[config.mk]
export PLATFORM = sky130hd
export DESIGN_NAME = seq3_scan_ctrl_flat
export DESIGN_NICKNAME = d
export VERILOG_FILES = /design/src/rtl/seq3_scan_ctrl_if.sv /design/src/rtl/seq3_scan_ctrl.sv /design/src/flat_wrapper.sv
export SDC_FILE = /design/constraint.sdc
export NUM_CORES = 1
export LEC_CHECK = 0
export BUFFER_PORTS_ARGS = -buffer_cell sky130_fd_sc_hd__buf_2
export CORE_UTILIZATION = 45
export DETAILED_ROUTE_END_ITERATION = 10
export PLACE_DENSITY = 0.69
export SLEW_MARGIN = 20
export SYNTH_ARGS = -nofsm -noshare
export SYNTH_HDL_FRONTEND = slang
export SYNTH_SLANG_ARGS = --single-unit
[constraint.sdc]
create_clock -name clk -period 4 [get_ports clk]
set_input_delay 0.6 -clock clk [delete_from_list [all_inputs] [get_ports clk]]
set_output_delay 0.6 -clock clk [all_outputs]
set_load 0.05 [all_outputs]
[src/rtl/seq3_scan_ctrl_if.sv]
// seq3_scan_ctrl_if: handshake and result bundle for seq3_scan_ctrl.
//   in_valid/in_ready/in_data : word input handshake
//   abort                     : synchronous scan abort
//   busy                      : controller is scanning
//   out_valid/out_ready       : result handshake
//   found/hit_cnt/first_pos   : scan result
// slave = controller side, master = producer/consumer side.
interface seq3_scan_ctrl_if #(
  parameter int unsigned W     = 16,
  parameter int unsigned CNT_W = 4,
  parameter int unsigned POS_W = 4
);
  logic             in_valid;
  logic             in_ready;
  logic [W-1:0]     in_data;
  logic             abort;
  logic             busy;
  logic             out_valid;
  logic             out_ready;
  logic             found;
  logic [CNT_W-1:0] hit_cnt;
  logic [POS_W-1:0] first_pos;

  modport slave (
    input  in_valid, in_data, abort, out_ready,
    output in_ready, busy, out_valid, found, hit_cnt, first_pos
  );

  modport master (
    output in_valid, in_data, abort, out_ready,
    input  in_ready, busy, out_valid, found, hit_cnt, first_pos
  );
endinterface

[src/rtl/seq3_scan_ctrl.sv]
// seq3_scan_ctrl: accepts a W-bit word, slides a 4-bit window across it one
// position per clock and reports whether any window holds three consecutive
// ones, how many windows hit, and the lowest hitting window index.
//   clk   : rising-edge clock
//   rst_b : asynchronous active-low reset
//   bus   : seq3_scan_ctrl_if.slave (input handshake, abort, busy,
//           result handshake and result fields)
module seq3_scan_ctrl #(
  parameter int unsigned W     = 16,
  parameter int unsigned CNT_W = 4,
  parameter int unsigned POS_W = 4
) (
  input logic            clk,
  input logic            rst_b,
  seq3_scan_ctrl_if.slave bus
);

  typedef enum logic [1:0] {IDLE, SCAN, DONE} state_t;

  state_t           state_q, state_d;
  logic [W-1:0]     word_q, word_d;
  logic [POS_W-1:0] pos_q, pos_d;
  logic             found_q, found_d;
  logic [CNT_W-1:0] cnt_q, cnt_d;
  logic [POS_W-1:0] first_q, first_d;

  logic [3:0] win;
  logic       hit;
  logic       last;

  always_comb begin
    win  = 4'(word_q >> pos_q);
    hit  = (&win[3:1]) | (&win[2:0]);
    last = (pos_q == POS_W'(W - 4));

    state_d = state_q;
    word_d  = word_q;
    pos_d   = pos_q;
    found_d = found_q;
    cnt_d   = cnt_q;
    first_d = first_q;

    case (state_q)
      IDLE: begin
        if (bus.in_valid) begin
          word_d  = bus.in_data;
          pos_d   = '0;
          found_d = 1'b0;
          cnt_d   = '0;
          first_d = '0;
          state_d = SCAN;
        end
      end
      SCAN: begin
        // abort wins over the scan step, including the final window
        if (bus.abort) begin
          state_d = IDLE;
        end else begin
          if (hit) begin
            cnt_d = cnt_q + CNT_W'(1);
          end
          if (hit && !found_q) begin
            found_d = 1'b1;
            first_d = pos_q;
          end
          if (last) begin
            state_d = DONE;
          end else begin
            pos_d = pos_q + POS_W'(1);
          end
        end
      end
      DONE: begin
        if (bus.abort || bus.out_ready) begin
          state_d = IDLE;
        end
      end
      default: state_d = IDLE;
    endcase
  end

  always_ff @(posedge clk or negedge rst_b) begin
    if (!rst_b) begin
      state_q <= IDLE;
      word_q  <= '0;
      pos_q   <= '0;
      found_q <= 1'b0;
      cnt_q   <= '0;
      first_q <= '0;
    end else begin
      state_q <= state_d;
      word_q  <= word_d;
      pos_q   <= pos_d;
      found_q <= found_d;
      cnt_q   <= cnt_d;
      first_q <= first_d;
    end
  end

  always_comb begin
    bus.in_ready  = (state_q == IDLE);
    bus.busy      = (state_q == SCAN);
    bus.out_valid = (state_q == DONE);
    bus.found     = found_q;
    bus.hit_cnt   = cnt_q;
    bus.first_pos = first_q;
  end

endmodule
[src/flat_wrapper.sv]
// flat-port wrapper written by rule: the top's interface ports become plain ports
module seq3_scan_ctrl_flat 
#(
  parameter int unsigned W     = 16,
  parameter int unsigned CNT_W = 4,
  parameter int unsigned POS_W = 4
)
  (clk, rst_b, bus_in_valid, bus_in_data, bus_abort, bus_out_ready, bus_in_ready, bus_busy, bus_out_valid, bus_found, bus_hit_cnt, bus_first_pos);
  seq3_scan_ctrl_if #(.W(W), .CNT_W(CNT_W), .POS_W(POS_W)) bus_i ();
  input logic clk;
  input logic rst_b;
  input wire logic [$bits(bus_i.in_valid)-1:0] bus_in_valid;
  input wire logic [$bits(bus_i.in_data)-1:0] bus_in_data;
  input wire logic [$bits(bus_i.abort)-1:0] bus_abort;
  input wire logic [$bits(bus_i.out_ready)-1:0] bus_out_ready;
  output wire logic [$bits(bus_i.in_ready)-1:0] bus_in_ready;
  output wire logic [$bits(bus_i.busy)-1:0] bus_busy;
  output wire logic [$bits(bus_i.out_valid)-1:0] bus_out_valid;
  output wire logic [$bits(bus_i.found)-1:0] bus_found;
  output wire logic [$bits(bus_i.hit_cnt)-1:0] bus_hit_cnt;
  output wire logic [$bits(bus_i.first_pos)-1:0] bus_first_pos;
  assign bus_i.in_valid = bus_in_valid;
  assign bus_i.in_data = bus_in_data;
  assign bus_i.abort = bus_abort;
  assign bus_i.out_ready = bus_out_ready;
  assign bus_in_ready = bus_i.in_ready;
  assign bus_busy = bus_i.busy;
  assign bus_out_valid = bus_i.out_valid;
  assign bus_found = bus_i.found;
  assign bus_hit_cnt = bus_i.hit_cnt;
  assign bus_first_pos = bus_i.first_pos;
  seq3_scan_ctrl #(.W(W), .CNT_W(CNT_W), .POS_W(POS_W)) u_core (.clk(clk), .rst_b(rst_b), .bus(bus_i));
endmodule
* Word level (Yosys, flattened, before mapping)
Index checks and enable logic that the tools add are counted.
** Operators by class
- Add/sub/neg operators :: 2
- Bitwise operators :: 1
- Shifts and indexed selects :: 1
- Equal/unequal tests :: 10
- Mux-type cells :: 19
- Reduce and logical (&&, ||, !) cells :: 12
** Operators by type and width (count)
- $mux 4 :: 7
- $pmux 4 s2 :: 3
- $shr 16x4->4 :: 1
- $reduce_and 4->1 :: 3
- $reduce_and 3->1 :: 3
- $add 4x1->4 const B :: 2
- $mux 2 :: 4
- $ne 2x1->1 const B :: 3
- $ne 2x2->1 const B :: 3
- $pmux 2 s3 :: 1
- $eq 4x4->1 const B :: 1
- $mux 1 :: 3
- $ne 3x2->1 const B :: 1
- $eq 2x1->1 const B :: 1
- $eq 2x2->1 const B :: 1
- $logic_not 2->1 :: 1
- $pmux 1 s2 :: 1
- $reduce_and 2->1 :: 1
- $reduce_bool 2->1 :: 1
- $logic_and 1x1->1 :: 1
- $logic_not 1->1 :: 1
- $logic_or 1x1->1 :: 1
- $or 1x1->1 :: 1
** Word-level totals
- Bits in registers :: 31
- Input bits :: 21

* Logic depth before layout (Yosys ltp)
- Depth in word-level cells :: 7
- Gate-level depth with buffers :: 9
- Mapped depth without buffers :: 7

* Least setup slack after synthesis
OpenSTA, ideal clock, no wires.
- Path type :: register -> register
- Start point :: register u_core.state_q[0]
- End point :: register u_core.first_q[0] (netlist: u_core.bus.first_pos[0])
- Cell stages (with the launch flop) :: 7
- Arrival time :: 1.929 ns
- Library setup time :: 0.121 ns
- Period minus slack after synthesis :: 2.050 ns
- Slack :: 1.950 ns
- Path through :: dfrtp_1 > or2b_4 > inv_1 > o311ai_1 > o21ai_2 > nor3_2 > a22o_1
** Between the ends
- Cells in the longest elaborated chain, start to end :: 3
- Elaborated cells on any way between the ends :: 8
** Ends and longest elaborated chain
- start: declaration :: RTL line seq3_scan_ctrl.sv:20 : state_t state_q, state_d;
- start signal: assignment :: RTL line seq3_scan_ctrl.sv:91 : state_q <= state_d;
- $eq 2x1->1 (*)
- named net bus_busy :: RTL line flat_wrapper.sv:17 : output wire logic [$bits(bus_i.busy)-1:0] bus_busy;
- $ne 2x1->1 (no line), or another cell as far along
- $reduce_and 4->1 (no line)
- end signal: assignment :: RTL line seq3_scan_ctrl.sv:96 : first_q <= first_d;
- end: declaration :: RTL line seq3_scan_ctrl.sv:25 : logic [POS_W-1:0] first_q, first_d;
Mark *: on every way through the listed nets, which the timed path passes. The rest lies on a longest branch.
A chain may end at the register's enable or synchronous reset.

* Worst setup path after layout
- Start point :: register u_core.pos_q[1]
- End point :: register u_core.first_q[1] (netlist: u_core.bus.first_pos[1])
** Between the ends
- Cells in the longest elaborated chain, start to end :: 6
- Elaborated cells on any way between the ends :: 10
** Ends and longest elaborated chain
- start: declaration :: RTL line seq3_scan_ctrl.sv:22 : logic [POS_W-1:0] pos_q, pos_d;
- start signal: assignment :: RTL line seq3_scan_ctrl.sv:93 : pos_q <= pos_d;
- $shr 16x4->4 :: RTL line seq3_scan_ctrl.sv:32 : win = 4'(word_q >> pos_q);
- $reduce_and 3->1 :: RTL line seq3_scan_ctrl.sv:33 : hit = (&win[3:1]) | (&win[2:0]);
- $or 1x1->1 :: RTL line seq3_scan_ctrl.sv:33
- $logic_and 1x1->1 :: RTL line seq3_scan_ctrl.sv:62 : if (hit && !found_q) begin
- $ne 2x1->1 (no line)
- $reduce_and 4->1 (no line)
Parallel ways exist; a longest one is shown, timed or not. The select of a mux whose other input is x is not followed.

==> out/metrics.cfg <==
[critical_path]
path_buf_inv = 0
path_max_fanout = 14
critPathTopFamily = compound AO/OA/AOI/OAI gates
path_depth = 7
ff2ff_path_depth = 7
arrival_ns = 2.56
worstSetupPathType = flip-flop to flip-flop
crit_chain = and2b_1 -> o22a_1 -> o2111ai_1 -> o311ai_1 -> o21ai_2 -> nor3_2 -> a22o_1
crit_required_ns = 4.22
critPathSlowestCell = dfrtp_1
start_kind = flip-flop
cp-end-kind = flip-flop
slowest_delay_ns = 0.65

[cells_and_area]
stdcell_count = 254
finalInstanceArea_um2 = 1842
n_antenna_cell = 0
drive_above_1_share = 0.2356
area_growth_pct = 14.73
fin_nets = 231
num-fill-cells = 331

[route]
avgViaCountPerCell = 5.335
drcViolationCount = 0
drt_iter0_drc = 83
drt-total-wl_mm = 3.460
vias = 1355
ant_nets = 0
routedWlPerCell_um = 13.62
drtPass1Iterations = 4

[clocking]
cts_num_sinks = 31
cts_inserted_buffers = 5
h-tree-depth = 2
cts_tree = done
clock_latency_ns = 0.33
cts_setup_buffers = 0
cts_root_buf = clkbuf_4
clk_pin_slew_worst_paths_ns = 0.10
clk_path_buf_depth = 2
postCtsResizedCells = 0
hold_buffers = 0

[global_route]
grt_util_met2 = 0.3533
antenna_found_initial = 0
first_global_vias = 1268
grt-busiest-layer = met2
grt_use_total = 0.2086
grt_use_met3 = 0.07660
grt_max_degree = 32
grt_overflow_total = 0
use_met1 = 0.2324
grt_first_pass_wirelength_mm = 5.499

[yosys]
syn_avg_cell_area_um2 = 9.173
mappedNetlistNets = 199
ys_warn_count = 0
syn-instance-count = 175
ys_types = 43
netlist_area_um2 = 1605
synth_seq_area_share = 0.4832
ys_ff_latch = 31

[die]
ios = 33
die_h_um = 61.73
die_x_um = 61.73
core_um2 = 3390
rows = 21
dieArea_um2 = 3810
initial_core_util = 0.4736

[sta]
fin_crit_sh = 0.5845
relSlewSlack = 0.5204
fin_hold_ws_ns = 0.2922
hold_viol = 0
tightest_slew_ns = 0.7195
maxSlewViolCount = 0
finClkSkew_ns = 0.008486
fin_crit_ns = 2.338
rsz0062_at_grt = false
setup_violations = 0
setup-tns-final_ns = 0
fmax_ghz = 0.4277

[power]
power.density_cell_area_nw_per_um2 = 746.7
p_leak_nw = 0.9319
ir_worst_vdd_mv = 0.3092

[placed_design]
portBuffers = 32
place_inst = 246
gp_congestion = 0.7887
placed_area_um2 = 1773
dpl.hpwl_mm = 2.457

[outcome]
status = completed

[min_path]
hold_path.class = input pin to async pin

[job]
maxCapViolCount = 0

cell usage after synthesis:
library cell / n / share of area
nor3_1: 5 / 0.016
and2b_1: 1 / 0.0047
nor2_1: 7 / 0.016
inv_1: 6 / 0.014
a211o_1: 1 / 0.0055
o21ai_2: 1 / 0.0055
a21o_1: 1 / 0.0047
nand2b_1: 1 / 0.0039
nor4_2: 1 / 0.0078
o31a_1: 1 / 0.0055
o311ai_1: 3 / 0.016
and2_1: 1 / 0.0039
a21o_2: 1 / 0.0055
ha_1: 3 / 0.023
nor3_2: 2 / 0.012
nand3_1: 1 / 0.0031
clkbuf_1: 3 / 0.0070
inv_2: 3 / 0.0070
mux2_2: 1 / 0.0070
o22a_1: 1 / 0.0055
a21oi_1: 2 / 0.0062
o32ai_1: 1 / 0.0055
o21ai_0: 7 / 0.022
o211a_1: 1 / 0.0062
a32o_1: 1 / 0.0062
o41ai_1: 1 / 0.0055
nor2b_1: 2 / 0.0078
mux2i_1: 6 / 0.037
o22ai_1: 5 / 0.019
dfrtp_1: 31 / 0.48
a22o_1: 4 / 0.022
buf_2: 1 / 0.0031
or3_1: 1 / 0.0039
nand4_1: 1 / 0.0039
buf_6: 3 / 0.021
a311oi_1: 1 / 0.0055
xnor2_1: 1 / 0.0055
xor2_1: 1 / 0.0055
o2111ai_1: 1 / 0.0055
nor3b_1: 1 / 0.0047
o221ai_1: 1 / 0.0055
or2b_4: 1 / 0.0070
nand2_1: 57 / 0.13
metal layers:
metal / up-vias / wire (µm)
met1: 639 / 1553
met3: 7 / 172
met4: 0 / 63
met5: - / 0
li1: 673 / -
met2: 36 / 1672
layout by cell type (no fill, tap or decap), types with 2 or more instances in the layout:
cell type / instances
a22o_1: 4
o311ai_1: 3
o22ai_1: 5
o21ai_0: 7
nor2_1: 7
buf_2: 32
clkbuf_4: 5
nor3_1: 5
dfrtp_1: 31
clkbuf_8: 2
mux2i_1: 6
nand2_1: 57
inv_2: 3
nor2b_1: 2
inv_1: 6
nor3_2: 2
a21oi_1: 2
ha_1: 3
registers in the layout, indices dropped and copies added, names as in the netlist:
register / cells
u_core.word_q: 16
u_core.bus.first_pos: 4
u_core.bus.hit_cnt: 4
u_core.pos_q: 4
u_core.state_q: 2
u_core.bus.found: 1
where the power goes:
| part | leakage (nW) | internal [mW] | switching (mW) |
|---|---|---|---|
| registers | 0.399 | 0.426 | 0.161 |
| clock network | 0.0386 | 0.103 | 0.107 |
| logic | 0.494 | 0.214 | 0.364 |
area by class of cell:
class | instances | area (µm²) | share of cell area
Clock buffer | 8 | 68.82 | 0.03736
Inverter | 9 | 33.78 | 0.01834
Timing Repair Buffer | 32 | 160.2 | 0.08696
Multi-Input combinational cell | 128 | 745.7 | 0.4049
Sequential cell | 31 | 775.7 | 0.4212
Tap cell | 46 | 57.56 | 0.03125
logic make-up after synthesis:
family          share of synthesized area
mux                               0.04443
flops                              0.4832
buf+inv                           0.05221
xor+xnor                          0.01091
fa+ha+maj                         0.02339
compound gates                     0.1575
simple gates                       0.2284
path summary, 6_finish.rpt:
| check | from | end | slack (ns) |
|---|---|---|---|
| hold reg to reg | u_core.bus.hit_cnt[3] | u_core.bus.hit_cnt[3] | 0.48 |
| min in group clk | bus_in_data[11] | u_core.word_q[11] | 0.45 |
| hold / removal | rst_b | u_core.bus.hit_cnt[3] | 0.29 |
| setup reg to reg | u_core.pos_q[1] | u_core.bus.first_pos[1] | 1.66 |
| setup / recovery | u_core.pos_q[1] | u_core.bus.first_pos[1] | 1.66 |
| max in group asynchronous | rst_b | u_core.state_q[0] | 3.27 |
metrics by stage:
| step | setup slack (ns) | power, mW | util |
|---|---|---|---|
| 3_5_place_dp | 1.687 | 1.173 | 0.5231 |
| 3_3_place_gp | 1.805 | 1.139 | 0.5231 |
| 6_report | 1.662 | 1.375 | 0.5434 |
| 5_1_grt | 1.484 | 1.484 | 0.5434 |
| 2_1_floorplan | 1.950 | 1.037 | - |
| 4_1_cts | 1.655 | 1.386 | 0.5434 |
Power figures use the tool's default switching activity.
